File: config.mk
export PLATFORM = sky130hd
export DESIGN_NAME = morse_symbol_decoder
export DESIGN_NICKNAME = d
export VERILOG_FILES = /design/src/rtl/morse_pkg.sv /design/src/rtl/ms_duration_counter.sv /design/src/rtl/morse_symbol_decoder.sv
export SDC_FILE = /design/constraint.sdc
export NUM_CORES = 1
export LEC_CHECK = 0
export ABC_CLOCK_PERIOD_IN_PS = 2029
export BUFFER_PORTS_ARGS = -buffer_cell sky130_fd_sc_hd__buf_2
export CAP_MARGIN = 5
export CORE_ASPECT_RATIO = 1.1
export CORE_MARGIN = 2
export CORE_UTILIZATION = 52
export CTS_CLUSTER_SIZE = 24
export DETAILED_ROUTE_END_ITERATION = 12
export GPL_TIMING_DRIVEN = 0
export HOLD_SLACK_MARGIN = 0.03
export PLACE_DENSITY = 0.75
export RECOVER_POWER = 25
export SLEW_MARGIN = 25
export SYNTH_ARGS = -nofsm -noshare
export SYNTH_HDL_FRONTEND = slang
export SYNTH_SLANG_ARGS = --single-unit
File: constraint.sdc
create_clock -name clk -period 2.03 [get_ports clk]
set_input_delay 0.1015 -clock clk [delete_from_list [all_inputs] [get_ports clk]]
set_output_delay 0.1015 -clock clk [all_outputs]
set_load 0.03 [all_outputs]
File: src/rtl/morse_pkg.sv
// Shared Morse decoder types and constants, also used by game control and the ROM compare.
package morse_pkg;

  typedef enum logic [1:0] {
    IDLE  = 2'd0,
    PRESS = 2'd1,
    GAP   = 2'd2
  } morseState_t;

  localparam int unsigned DASH_MS_DEFAULT = 300;
  localparam int unsigned GAP_MS_DEFAULT  = 1000;
  localparam int unsigned MAX_SYM_DEFAULT = 5;
  localparam int unsigned CNT_W_DEFAULT   = 12;
  localparam int unsigned LEN_W           = 3;

  localparam logic SYM_DOT  = 1'b0;
  localparam logic SYM_DASH = 1'b1;

endpackage

File: src/rtl/ms_duration_counter.sv
// Millisecond-tick duration counter with synchronous load-zero, saturation and a registered threshold flag.
module ms_duration_counter #(
  parameter int unsigned CNT_W   = 12,
  parameter int unsigned CMP_VAL = 300
) (
  input  logic             clk,
  input  logic             rst,
  input  logic             tick,
  input  logic             loadZero,
  output logic [CNT_W-1:0] count,
  output logic             reachedN
);

  localparam logic [CNT_W-1:0] CNT_MAX = '1;
  localparam logic [CNT_W-1:0] CMP     = CNT_W'(CMP_VAL);

  logic [CNT_W-1:0] countNext;

  // Next count: zero on load, otherwise step on each tick until all-ones.
  always_comb begin
    countNext = count;
    if (rst || loadZero) begin
      countNext = '0;
    end else if (tick && (count != CNT_MAX)) begin
      countNext = count + CNT_W'(1);
    end
  end

  // Count and threshold flag are registered together so the flag tracks the count exactly.
  always_ff @(posedge clk) begin
    count    <= countNext;
    reachedN <= (countNext >= CMP);
  end

endmodule

File: src/rtl/morse_symbol_decoder.sv
// Times key presses and idle gaps to emit dot/dash symbols and packed letter codes.
module morse_symbol_decoder
  import morse_pkg::*;
#(
  parameter int unsigned DASH_MS = DASH_MS_DEFAULT,
  parameter int unsigned GAP_MS  = GAP_MS_DEFAULT,
  parameter int unsigned MAX_SYM = MAX_SYM_DEFAULT,
  parameter int unsigned CNT_W   = CNT_W_DEFAULT
) (
  input  logic               clk,
  input  logic               rst,
  input  logic               ms_tick,
  input  logic               key,
  input  logic               clear,
  output logic               sym_valid,
  output logic               sym_is_dash,
  output logic               letter_valid,
  output logic [MAX_SYM-1:0] letter_code,
  output logic [LEN_W-1:0]   letter_len,
  output logic               overflow,
  output logic               busy
);

  localparam logic [LEN_W-1:0] MAX_LEN  = LEN_W'(MAX_SYM);
  localparam logic [CNT_W-1:0] GAP_LAST = CNT_W'(GAP_MS - 1);

  morseState_t        state;
  logic               keyQ;
  logic               rise;
  logic               fall;
  logic [MAX_SYM-1:0] code;
  logic [LEN_W-1:0]   len;
  logic               ovfFlag;
  logic [CNT_W-1:0]   count;
  logic               dashReached;
  logic               loadZero;
  logic               gapTimeout;
  logic               symClass;

  // Previous key sample; tracks the key through reset so a held key is not seen as a new press.
  always_ff @(posedge clk) begin
    keyQ <= key;
  end

  assign rise       = key & ~keyQ;
  assign fall       = ~key & keyQ;
  assign gapTimeout = ms_tick & (count == GAP_LAST);
  assign symClass   = dashReached ? SYM_DASH : SYM_DOT;
  assign loadZero   = clear
                    | (state == IDLE)
                    | ((state == PRESS) & fall)
                    | ((state == GAP) & rise);

  ms_duration_counter #(
    .CNT_W  (CNT_W),
    .CMP_VAL(DASH_MS)
  ) u_durationCounter (
    .clk     (clk),
    .rst     (rst),
    .tick    (ms_tick),
    .loadZero(loadZero),
    .count   (count),
    .reachedN(dashReached)
  );

  // Letter-assembly FSM with registered symbol and letter outputs.
  always_ff @(posedge clk) begin
    sym_valid    <= 1'b0;
    letter_valid <= 1'b0;
    if (rst || clear) begin
      state       <= IDLE;
      code        <= '0;
      len         <= '0;
      ovfFlag     <= 1'b0;
      sym_is_dash <= 1'b0;
      letter_code <= '0;
      letter_len  <= '0;
      overflow    <= 1'b0;
      busy        <= 1'b0;
    end else begin
      case (state)
        IDLE: begin
          if (rise) begin
            state <= PRESS;
            busy  <= 1'b1;
          end
        end
        PRESS: begin
          if (fall) begin
            state <= GAP;
            if (len < MAX_LEN) begin
              code[len]   <= symClass;
              len         <= len + LEN_W'(1);
              sym_valid   <= 1'b1;
              sym_is_dash <= symClass;
            end else begin
              ovfFlag <= 1'b1;
            end
          end
        end
        GAP: begin
          if (rise) begin
            state <= PRESS;
          end else if (gapTimeout) begin
            letter_valid <= 1'b1;
            letter_code  <= code;
            letter_len   <= len;
            overflow     <= ovfFlag;
            code         <= '0;
            len          <= '0;
            ovfFlag      <= 1'b0;
            state        <= IDLE;
            busy         <= 1'b0;
          end
        end
        default: begin
          state <= IDLE;
          busy  <= 1'b0;
        end
      endcase
    end
  end

endmodule

# --- Word-level counts from Yosys, hierarchy flattened ---
# Index checks and enable logic that the tools add are counted.
word_totals:
  reg_bits: 38
  inputBits: 5
  out_inout_bits: 13
  word_cells: 89
classes:
  n_addsub: 2
  order_cmp: 4
  eq_ne: 11
  muxes: 30
  n_bitwise: 14
  n_reduce_logical: 14
op_table:
  columns: ["operator", "n"]
  rows:
  - ["$mux 12", 2]
  - ["$mux 5", 4]
  - ["$add 12x1->12 const B", 1]
  - ["$eq 12x10->1 const B", 1]
  - ["$ge 12x9->1 const B", 1]
  - ["$mux 3", 4]
  - ["$ne 12x12->1 const B", 1]
  - ["$ne 2x2->1 const B", 5]
  - ["$pmux 5 s2", 1]
  - ["$reduce_and 5->1", 2]
  - ["$mux 1", 9]
  - ["$reduce_and 3->1", 3]
  - ["$mux 2", 4]
  - ["$not 1->1", 6]
  - ["$pmux 2 s3", 1]
  - ["$pmux 3 s2", 1]
  - ["$reduce_or 3->1", 2]
  - ["$and 1x1->1", 5]
  - ["$bwmux 5", 1]
  - ["$lt 3x4->1 const B", 1]
  - ["$reduce_and 4->1", 1]
  - ["$add 3x1->3 const B", 1]
  - ["$demux 1 s3", 1]
  - ["$ge 3x1->1 const B", 1]
  - ["12 further kinds", 16]

# --- Logic depth before layout (Yosys ltp) ---
# Gate-level depths: netlist (run 1).
depth:
  ltp_word: 8
  depth_mapped: 9
  depth_no_buf: 7

# --- Cells and area by module ---
# Synthesis (run 1) repeated with hierarchy kept, for this count alone.
unflattened:
  hier_cells: 237
  hier_area_um2: 1933.1
by_module_without_submodules:
  columns: ["module", "n_inst", "cells_per_inst", "area_per_inst_um2"]
  rows:
  - ["morse_symbol_decoder", 1, 144, 1156.1]
  - ["ms_duration_counter", 1, 93, 777.0]

# --- Least setup slack after synthesis (run 1) ---
# No wires, ideal clock.
synth_path:
  path_type: "flip-flop to flip-flop"
  from: "register u_durationCounter.count[0]"
  to: "register len[0]"
  arrival_time_ns: 1.934
  required_time_ns: 1.915
  slack_ns: -0.019
  path_stages_with_launch: 10
  path_buffers: 3
  cell_sequence: "dfxtp_1 -> ha_1 -> nand3_1 -> or4b_1 -> buf_6 -> or2_2 -> buf_2 -> nand2b_1 -> buf_4 -> nor2_1"
synth_between:
  elab_chain_cells: 4
synth_rtl:
  columns: ["item", "line", "source"]
  rows:
  - ["from (decl)", "ms_duration_counter.sv:10", "output logic [CNT_W-1:0] count,"]
  - ["from (signal assigned)", "ms_duration_counter.sv:31", "count <= countNext;"]
  - ["$eq 12x10->1", "morse_symbol_decoder.sv:47", "assign gapTimeout = ms_tick & (count == GAP_LAST);"]
  - ["$and 1x1->1", "morse_symbol_decoder.sv:47", null]
  - ["$ne 2x2->1 (no line)", null, null]
  - ["$reduce_and 5->1 (no line)", null, null]
  - ["to (signal assigned)", "morse_symbol_decoder.sv:93", "len <= len + LEN_W'(1);"]
  - ["to (decl)", "morse_symbol_decoder.sv:32", "logic [LEN_W-1:0] len;"]
# Every way passes these cells.
# A chain may end at the register's enable or synchronous reset.

# --- Worst setup path after layout (run 1) ---
layout_path:
  from: "register u_durationCounter.count[0]"
  to: "register code[2]"
layout_between:
  elab_chain_cells: 4
layout_rtl:
  columns: ["item", "line", "source"]
  rows:
  - ["$eq 12x10->1", "morse_symbol_decoder.sv:47", null]
  - ["$and 1x1->1", "morse_symbol_decoder.sv:47", null]
  - ["$ne 2x2->1 (no line)", null, null]
  - ["$reduce_and 5->1 (no line)", null, null]
  - ["to (signal, indexed assignment)", "morse_symbol_decoder.sv:92", "code[len] <= symClass;"]
  - ["to (decl)", "morse_symbol_decoder.sv:31", "logic [MAX_SYM-1:0] code;"]
# Every way passes these cells.

==> results of run 1 <==
repair_timing:
item,4_1_cts,5_1_grt
pin swaps,5,7
setup buffers,5,4
gates resized for setup,19,13
endpoints found under the hold margin,1,0
hold buffers,1,0
endpoints found under the setup margin,19,10
power by group:
group	internal (uW)	switching [uW]	total, uW	leakage [uW]
clock	167	258	425	0.0000343
sequential	747	3.30	750	0.000312
combinational	17.4	25.9	43.3	0.000405
total	931	287	1220	0.000751
per-layer routing:
metal | up-vias | GRT usage | part of all wire
met3 | 12 | 0.0639 | 0.030
met5 | - | 0 | 0
met4 | 0 | 0.0852 | 0.025
met1 | 707 | 0.241 | 0.44
li1 | 781 | - | -
met2 | 38 | 0.346 | 0.51
sequential cells by signal, indices dropped and copies added (netlist names), 2 cells and up:
signal,cells
u_durationCounter.count,12
code,5
letter_code,5
len,3
letter_len,3
state,2
final timing paths:
| kind | end | depth (start not counted) | start |
|---|---|---|---|
| min | u_durationCounter.count[0] | 4 | ms_tick |
| max reg2reg | code[2] | 7 | u_durationCounter.count[0] |
| min reg2reg | letter_code[0] | 2 | letter_code[0] |
| max | code[2] | 7 | u_durationCounter.count[0] |
kinds of logic after synthesis:
logic type | synth area share
DFF | 0.436
xor gates and xnor gates | 0.0401
adders and majority gates | 0.0143
muxes | 0.0458
and+or+nand+nor | 0.295
buffers and inverters | 0.0329
AOI/OAI and AO/OA | 0.136
worst register-to-register path: stages, from the launching register on:
cell and delay, ns:
dfxtp_2 0.37, ha_4 0.17, nand3_4 0.08, or4b_4 0.60
a221oi_4 0.41, nand3b_1 0.14, mux2i_1 0.16, nor2_1 0.06
stage by stage:
step                      setup WS [ns]  total power, uW  TNS, ns
after floorplan                 0.00326              794        0
after global placement           -0.187              805    -1.27
after detailed placement         -0.164              806    -1.67
after CTS                       -0.0172             1230  -0.0172
after global routing             -0.122             1280   -0.490
final                           -0.0389             1220   -0.132
cells in the mapped netlist (all sizes together), types with 3 or more instances:
| library cell | instances |
|---|---|
| a211oi | 3 |
| a21oi | 17 |
| buf | 5 |
| clkbuf | 3 |
| dfxtp | 38 |
| mux2i | 8 |
| nand2 | 31 |
| nand2b | 3 |
| nand3 | 8 |
| nand4 | 5 |
| nor2 | 30 |
| nor2b | 3 |
| nor3 | 7 |
| nor4 | 3 |
| o21ai | 3 |
| or2 | 4 |
| xnor2 | 6 |
layout make-up:
class                           instances  area [um^2]
Clock inverter                          2         12.5
Multi-Input combinational cell        157         1040
Timing Repair Buffer                   27          150
Buffer                                  6         45.0
Clock buffer                            6         51.3
Sequential cell                        38          776
Inverter                                2         7.51
Fill cell                             273         1150
Tap cell                               36         45.0
==> results.cfg, run 1 <==
[outcome]
status = finished, violations left
violations = setup timing

[synth]
syn_inst = 205
syn-cell-area_um2 = 1750
synth_edf_count = 0
synth-main-ff-cell = dfxtp_1
synthArstFlopShare = 0
synth_nets = 212
ys_ff_latch = 38
synth_top_area_frac = 0.436
yosys.area.top_type = dfxtp_1
ys.warnings.count = 0
yosysSeqAreaShare = 0.436
yosysUniqueCellTypes = 43
netlist_top_cells_area = dfxtp_1, nand2_1, nor2_1, a21oi_1, mux2i_1
syn_area_per_cell_um2 = 8.52

[floorplan]
fp.dieH_um = 64.8
rows = 22
num_io_pins = 18
die_area_um2 = 3840
start_util = 0.533
die_w_um = 59.3
core_area_um2 = 3280

[clock_network]
cts-buffers-inserted = 5
clkTransAtPathRegs_ns = 0.11
clock_latency_ns = 0.36
cts_tree = yes
cts-htree-levels = 2
cts_buffer_depth = 2
clockRootBuffer = clkbuf_4
cts.sinks = 38

[routing]
ant_nets = 0
routed_wl_um = 3970
dr_total_vias = 1538
dr.pass1.iters = 5
drc = 0
drt-initial-drc-count = 48
wl_per_cell_um = 14.5
detail_route.vias_per_cell = 5.61

[critical_path]
critPathSlowestCell = or4b_4
critPathMaxStageDelay_ns = 0.60
r2r_slack_ns = -0.04
path_buf_inv = 0
cpLargestDelayFamily = simple AND/OR/NAND/NOR gates
crit_chain = ha_4 -> nand3_4 -> or4b_4 -> a221oi_4 -> nand3b_1 -> mux2i_1 -> nor2_1
path_class = reg -> reg
cp_data_arrival_time_ns = 2.32
cp_max_fo = 5
startpoint_type = flop
cp_data_required_time_ns = 2.28
end_kind = flop

[layout]
layout-drive-gt1-share = 0.248
final_common_cell = nand2_1
final_design_area_no_fill_um2 = 2120
fin_nets = 244
final_cell_mix = nand2_1, nor2_1, dfxtp_1, a21oi_1, clkbuf_1
n_antenna_cell = 0
fin_cells = 274
area_growth_pct = 21.6
final_util = 0.649

[timing]
min_period_over_period = 1.02
hold_viol = 0
fin_skew_ns = 0.0168
slew_headroom = 0.671
maxSlewViolCount = 0
grt_setup_unrepaired = true
setup_viol = 5
period_needed_ns = 2.07
worstMarginPinSlew_ns = 0.494
layout_setup_ws_ns = -0.0389
fmax_mhz = 483
whs_ns = 0.173

[job]
drv_cap = 0

[power]
p_leak_uw = 0.000751
p_per_area_nw_per_um2 = 573
vdd_drop_max_mv = 0.369

[hold_path]
hp-class = in -> reg

[placement]
port_buffers = 17
dp_cells = 258
postPlaceCellArea_um2 = 1880
gp_congestion = 0.868
hpwlAfterDp_um = 2380

[global_routing]
grt_max_degree = 13
grtUsageTotal = 0.208
grt_pass1_wl_um = 6000
overflow = 0
grt_antenna_before_repair = 0
grt_pass1_vias = 1391
Note: power is estimated with default switching activity, not from simulation.
==> run 2: changes to the inputs <==
Settings changed: PLACE_DENSITY 0.75 to 0.74, SYNTH_HIERARCHICAL from default to 1.
==> results.cfg, run 2 <==
[clock_network]
cts-buffers-inserted = 5
cts_tree = yes
cts-htree-levels = 2
clkTransAtPathRegs_ns = 0.07
clockRootBuffer = clkbuf_8
clock_latency_ns = 0.29
cts_buffer_depth = 2
cts.sinks = 38

[placement]
hpwlAfterDp_um = 3130
gp_congestion = 0.871
postPlaceCellArea_um2 = 2080
port_buffers = 17

[floorplan]
start_util = 0.537
die_area_um2 = 4220
fp.dieH_um = 67.9
num_io_pins = 18
core_area_um2 = 3600
die_w_um = 62.1
rows = 23

[timing]
layout_setup_ws_ns = -0.0824
fin_tns_setup_ns = -0.0824
period_needed_ns = 2.11
setup_viol = 1
whs_ns = 0.134
grt_setup_unrepaired = true
min_period_over_period = 1.04
worstMarginPinSlew_ns = 0.535
slew_headroom = 0.640
maxSlewViolCount = 0
hold_viol = 0
fmax_mhz = 473
fin_skew_ns = 0.00296

[synth]
ys_ff_latch = 38
syn_inst = 237
synth_nets = 244
synthArstFlopShare = 0
yosysUniqueCellTypes = 51
synth_top_area_frac = 0.394
yosysMostFrequentCell = dfxtp_1
yosys.area.top_type = dfxtp_1
synth_edf_count = 0
yosysSeqAreaShare = 0.394
ys.warnings.count = 6
synth-main-ff-cell = dfxtp_1
syn-cell-area_um2 = 1930
netlist_top_cells_area = dfxtp_1, a21oi_1, nand3_1, o21ai_0, nor2_1
syn_area_per_cell_um2 = 8.16
ys_top_cells_by_count = dfxtp_1, a21oi_1, nand3_1, o21ai_0, nor2_1

[power]
comb_power_share = 0.035
p_switching_uw = 292
p_leak_uw = 0.000744
internal-power_uw = 1040
p_per_area_nw_per_um2 = 593
total_power_uw = 1330
seq_power_share = 0.564
p_clk_frac = 0.400
p_sw_frac = 0.219
vdd_drop_max_mv = 0.428

[outcome]
violations = setup timing
status = finished, violations left

[critical_path]
cpLargestDelayFamily = simple AND/OR/NAND/NOR gates
cp_data_arrival_time_ns = 2.32
end_kind = flop
path_buf_inv = 0
path_class = reg -> reg
cp_max_fo = 3
critPathMaxStageDelay_ns = 0.42
crit_chain = nand2b_4 -> nor2_2 -> or3_4 -> or2_1 -> or4_1 -> o22ai_2 -> a211oi_2 -> o31ai_2
cp_data_required_time_ns = 2.24
critPathSlowestCell = or4_1
startpoint_type = flop

[routing]
drt-initial-drc-count = 49
dr_total_vias = 1823
routed_wl_um = 4340
drc = 0
dr.pass1.iters = 4
detail_route.vias_per_cell = 5.81
ant_nets = 0
wl_per_cell_um = 13.8

[layout]
layout-drive-gt1-share = 0.227
final_design_area_no_fill_um2 = 2250
fin_nets = 270
largest_reg_flops = 12
area_growth_pct = 16.2
n_antenna_cell = 0
final_cell_mix = dfxtp_1, a21oi_1, nand3_1
regMostFlops = u_durationCounter/count
final_common_cell = dfxtp_1
reg.largest.list = u_durationCounter/count x12, code x5, letter_code x5

[global_routing]
grt_pass1_vias = 1653
grtUsageTotal = 0.216
overflow = 0
grt_pass1_wl_um = 7230
grt_max_degree = 12
grt_antenna_before_repair = 0

[job]
drv_cap = 0

[hold_path]
hp-class = in -> reg
==> run 2: cell count changes in the layout (fill, tap and decap cells not counted), moves of 6 or more <==
cell / change
buf_2: +10
buf_4: -7
nor2_1: -12
a31oi_1: +10
clkbuf_1: -6
nand3_1: +14
o21ai_0: +14
o21ai_1: +8
nand2_1: -17
mux2i_1: -8
==> run 2: cell families (layout without fill, tap and decap cells) <==
kind of cell             count (synthesis)  in the layout  share of synthesized area
buffers and inverters                   20             47                     0.0557
flip-flops                              38             38                      0.394
AND/OR/NAND/NOR                         97             97                      0.276
XOR/XNOR                                 6              6                     0.0272
AO/OA/AOI/OAI                           74             74                      0.234
adder cells (fa/ha/maj)                  2              2                     0.0129
==> run 2: final cells by class <==
type | count | area [um^2]
Sequential cell | 38 | 769
Clock inverter | 1 | 5.00
Tap cell | 50 | 62.6
Inverter | 6 | 22.5
Fill cell | 318 | 1350
Multi-Input combinational cell | 179 | 1110
Buffer | 14 | 86.3
Timing Repair Buffer | 19 | 103
Clock buffer | 7 | 86.3
==> run 2: stage by stage <==
step,util,setup slack [ns],std cells
after global placement,0.578,-0.105,304
after CTS,0.611,-0.0493,314
after floorplan,-,0.0425,237
after global routing,0.624,-0.157,314
after detailed placement,0.578,-0.125,304
final,0.624,-0.0824,314
==> run 2: worst paths after layout <==
kind / startpoint / endpoint / slack (ns) / cells after the start
setup / recovery: keyQ / u_durationCounter/reachedN / -0.08 / 8
hold / removal: ms_tick / u_durationCounter/count[1] / 0.13 / 3
setup reg to reg: keyQ / u_durationCounter/reachedN / -0.08 / 8
hold reg to reg: sym_is_dash / sym_is_dash / 0.46 / 2
==> run 2: power by group through the flow <==
stage | Clock [uW] | Sequential [uW] | Combinational, uW
after floorplan | 0 | 770 | 22.3
after global placement | 0 | 769 | 38.6
after detailed placement | 0 | 769 | 39.1
after CTS | 545 | 751 | 42.6
after global routing | 566 | 752 | 51.7
final | 533 | 752 | 47.0
==> run 2: worst reg2reg max path: stages, from the launching register on <==
cell,delay (ns)
dfxtp_4,0.37
nand2b_4,0.13
nor2_2,0.04
or3_4,0.38
or2_1,0.24
or4_1,0.42
o22ai_2,0.14
a211oi_2,0.10
o31ai_2,0.21
==> run 2: repair_timing <==
item / CTS / global route
gates resized for setup: 6 / 23
endpoints found under the hold margin: 1 / 0
pin swaps: 1 / 5
setup buffers: 1 / 0
endpoints found under the setup margin: 13 / 15
hold buffers: 1 / 0
==> run 2: routing by layer <==
layer / wire, um / GRT usage
met5: 0 / 0
met3: 125 / 0.0461
met4: 65 / 0.0917
met2: 2230 / 0.414
met1: 1920 / 0.237
==> run 3: changes to the inputs <==
Settings changed: MAX_ROUTING_LAYER from default to met4, PLACE_DENSITY 0.74 to 0.85.
==> results.cfg, run 3 (synthesis gave the netlist of run 2 again) <==
[timing]
whs_ns = 0.126
setup_viol = 0
layout_setup_ws_ns = 0.0478
fin_tns_setup_ns = 0
hold_viol = 0
maxSlewViolCount = 0
fin_skew_ns = 0.0104
period_needed_ns = 1.98
grt_setup_unrepaired = true
worstMarginPinSlew_ns = 0.490
fmax_mhz = 504
slew_headroom = 0.670
min_period_over_period = 0.976

[layout]
seqCellArea_um2 = 769
final_cell_mix = dfxtp_1, a21oi_1, nand3_1, nor2_1
regMostFlops = u_durationCounter/count
n_antenna_cell = 0
fill_cells = 334
layout-drive-gt1-share = 0.186
multi_input_area_um2 = 1100
reg.largest.list = u_durationCounter/count x12, code x5, letter_code x5
fin_nets = 270
largest_reg_flops = 12
final_common_cell = dfxtp_1
area_growth_pct = 15.5
final_design_area_no_fill_um2 = 2230

[critical_path]
cpLargestDelayFamily = simple AND/OR/NAND/NOR gates
r2r-end = u_durationCounter/reachedN
cp_data_arrival_time_ns = 2.19
startpoint_type = flop
critPathLaunch = keyQ
cp_data_required_time_ns = 2.24
end_kind = flop
critPathSlowestCell = or4_4
path_class = reg -> reg
crit_chain = nand2b_4 -> nor2_1 -> or3_1 -> or2_1 -> or4_4 -> o22ai_4 -> a211oi_2 -> o31ai_2
r2r_slack_ns = 0.05
critPathMaxStageDelay_ns = 0.43
path_depth = 8
reg2reg_depth = 8
path_buf_inv = 0
r2r_start = keyQ
cp_max_fo = 3

[hold_path]
hold_path.startpoint = ms_tick
hp-class = in -> reg
hold_depth = 3
whs_endpoint = u_durationCounter/count[1]

[placement]
hpwlAfterDp_um = 3020
port_buffers = 17
place_ws_ns = -0.102
postPlaceCellArea_um2 = 2080
gp_congestion = 0.930

[clock_network]
clockRootBuffer = clkbuf_8
cts-buffers-inserted = 5
cts.sinks = 38
cts_buffer_depth = 2
cts_tree = yes
cts-htree-levels = 2
clock_latency_ns = 0.30
clkTransAtPathRegs_ns = 0.08

[floorplan]
die_area_um2 = 4220
fp.dieH_um = 67.9
rows = 23
num_io_pins = 18
die_w_um = 62.1
core_area_um2 = 3600
start_util = 0.537

[power]
p_sw_frac = 0.210
internal-power_uw = 1130
seq_power_share = 0.527
p_per_area_nw_per_um2 = 638
vdd_drop_max_mv = 0.320
p_switching_uw = 299
comb_power_share = 0.031
p_clk_frac = 0.442
p_leak_uw = 0.000695

[routing]
wl_per_cell_um = 13.6
detail_route.vias_per_cell = 5.83
routed_wl_um = 4260
drt-initial-drc-count = 129
dr.pass1.iters = 4
drc = 0
dr_total_vias = 1830
ant_nets = 0

[global_routing]
overflow = 0
grt_pass1_vias = 1658
grt_antenna_before_repair = 0
grt_max_degree = 13
grtUsageTotal = 0.226
grt_pass1_wl_um = 7260

[outcome]
status = finished, final reports clean

[job]
drv_cap = 0
-- run 3: stage by stage --
step | power, uW | utilization | cells
after global routing | 1480 | 0.621 | 314
after global placement | 807 | 0.578 | 304
after detailed placement | 808 | 0.578 | 304
after floorplan | 792 | - | 237
after CTS | 1440 | 0.618 | 314
final | 1430 | 0.621 | 314
-- run 3: worst max path at each step --
| stage | slack, ns | to |
|---|---|---|
| after detailed placement | -0.10 | u_durationCounter/reachedN |
| final | 0.05 | u_durationCounter/reachedN |
| after CTS | 0.01 | u_durationCounter/reachedN |
| after floorplan | 0.04 | u_durationCounter/reachedN |
| after global placement | -0.09 | u_durationCounter/reachedN |
| after global routing | -0.05 | code[0] |
-- run 3: power groups by stage --
stage / registers, uW / logic, uW / clock network [uW]
floorplan: 770 / 22.3 / 0
finish: 751 / 44.4 / 630
global placement: 769 / 38.2 / 0
detailed placement: 769 / 39.3 / 0
global route: 752 / 49.1 / 677
CTS: 751 / 42.8 / 643
-- run 3: tightest hold or removal path, delay by kind of cell --
kind                   cells  cell delay (ns)
AOI/OAI and AO/OA          1             0.05
buffers and inverters      1             0.14
and+or+nand+nor            1             0.07
-- run 3: layout make-up --
class                           instances  area share
Multi-Input combinational cell        179       0.491
Timing Repair Buffer                   19      0.0398
Sequential cell                        38       0.345
Buffer                                 14      0.0375
Inverter                                6      0.0101
Clock buffer                            5      0.0308
Clock inverter                          3      0.0179
Tap cell                               50      0.0280
-- run 3: routing by layer --
layer	vias to the layer above	share of wire	track usage
met1	839	0.44	0.242
met3	9	0.045	0.0543
li1	935	-	-
met2	47	0.49	0.401
met5	-	0	-
met4	0	0.023	0.117
-- run 3: what timing repair did --
action / CTS / global route
pin swaps: 1 / 1
hold buffers: 1 / 0
setup endpoints to repair: 7 / 13
setup buffers: 1 / 0
hold endpoints to repair: 1 / 0
resized for setup: 7 / 17
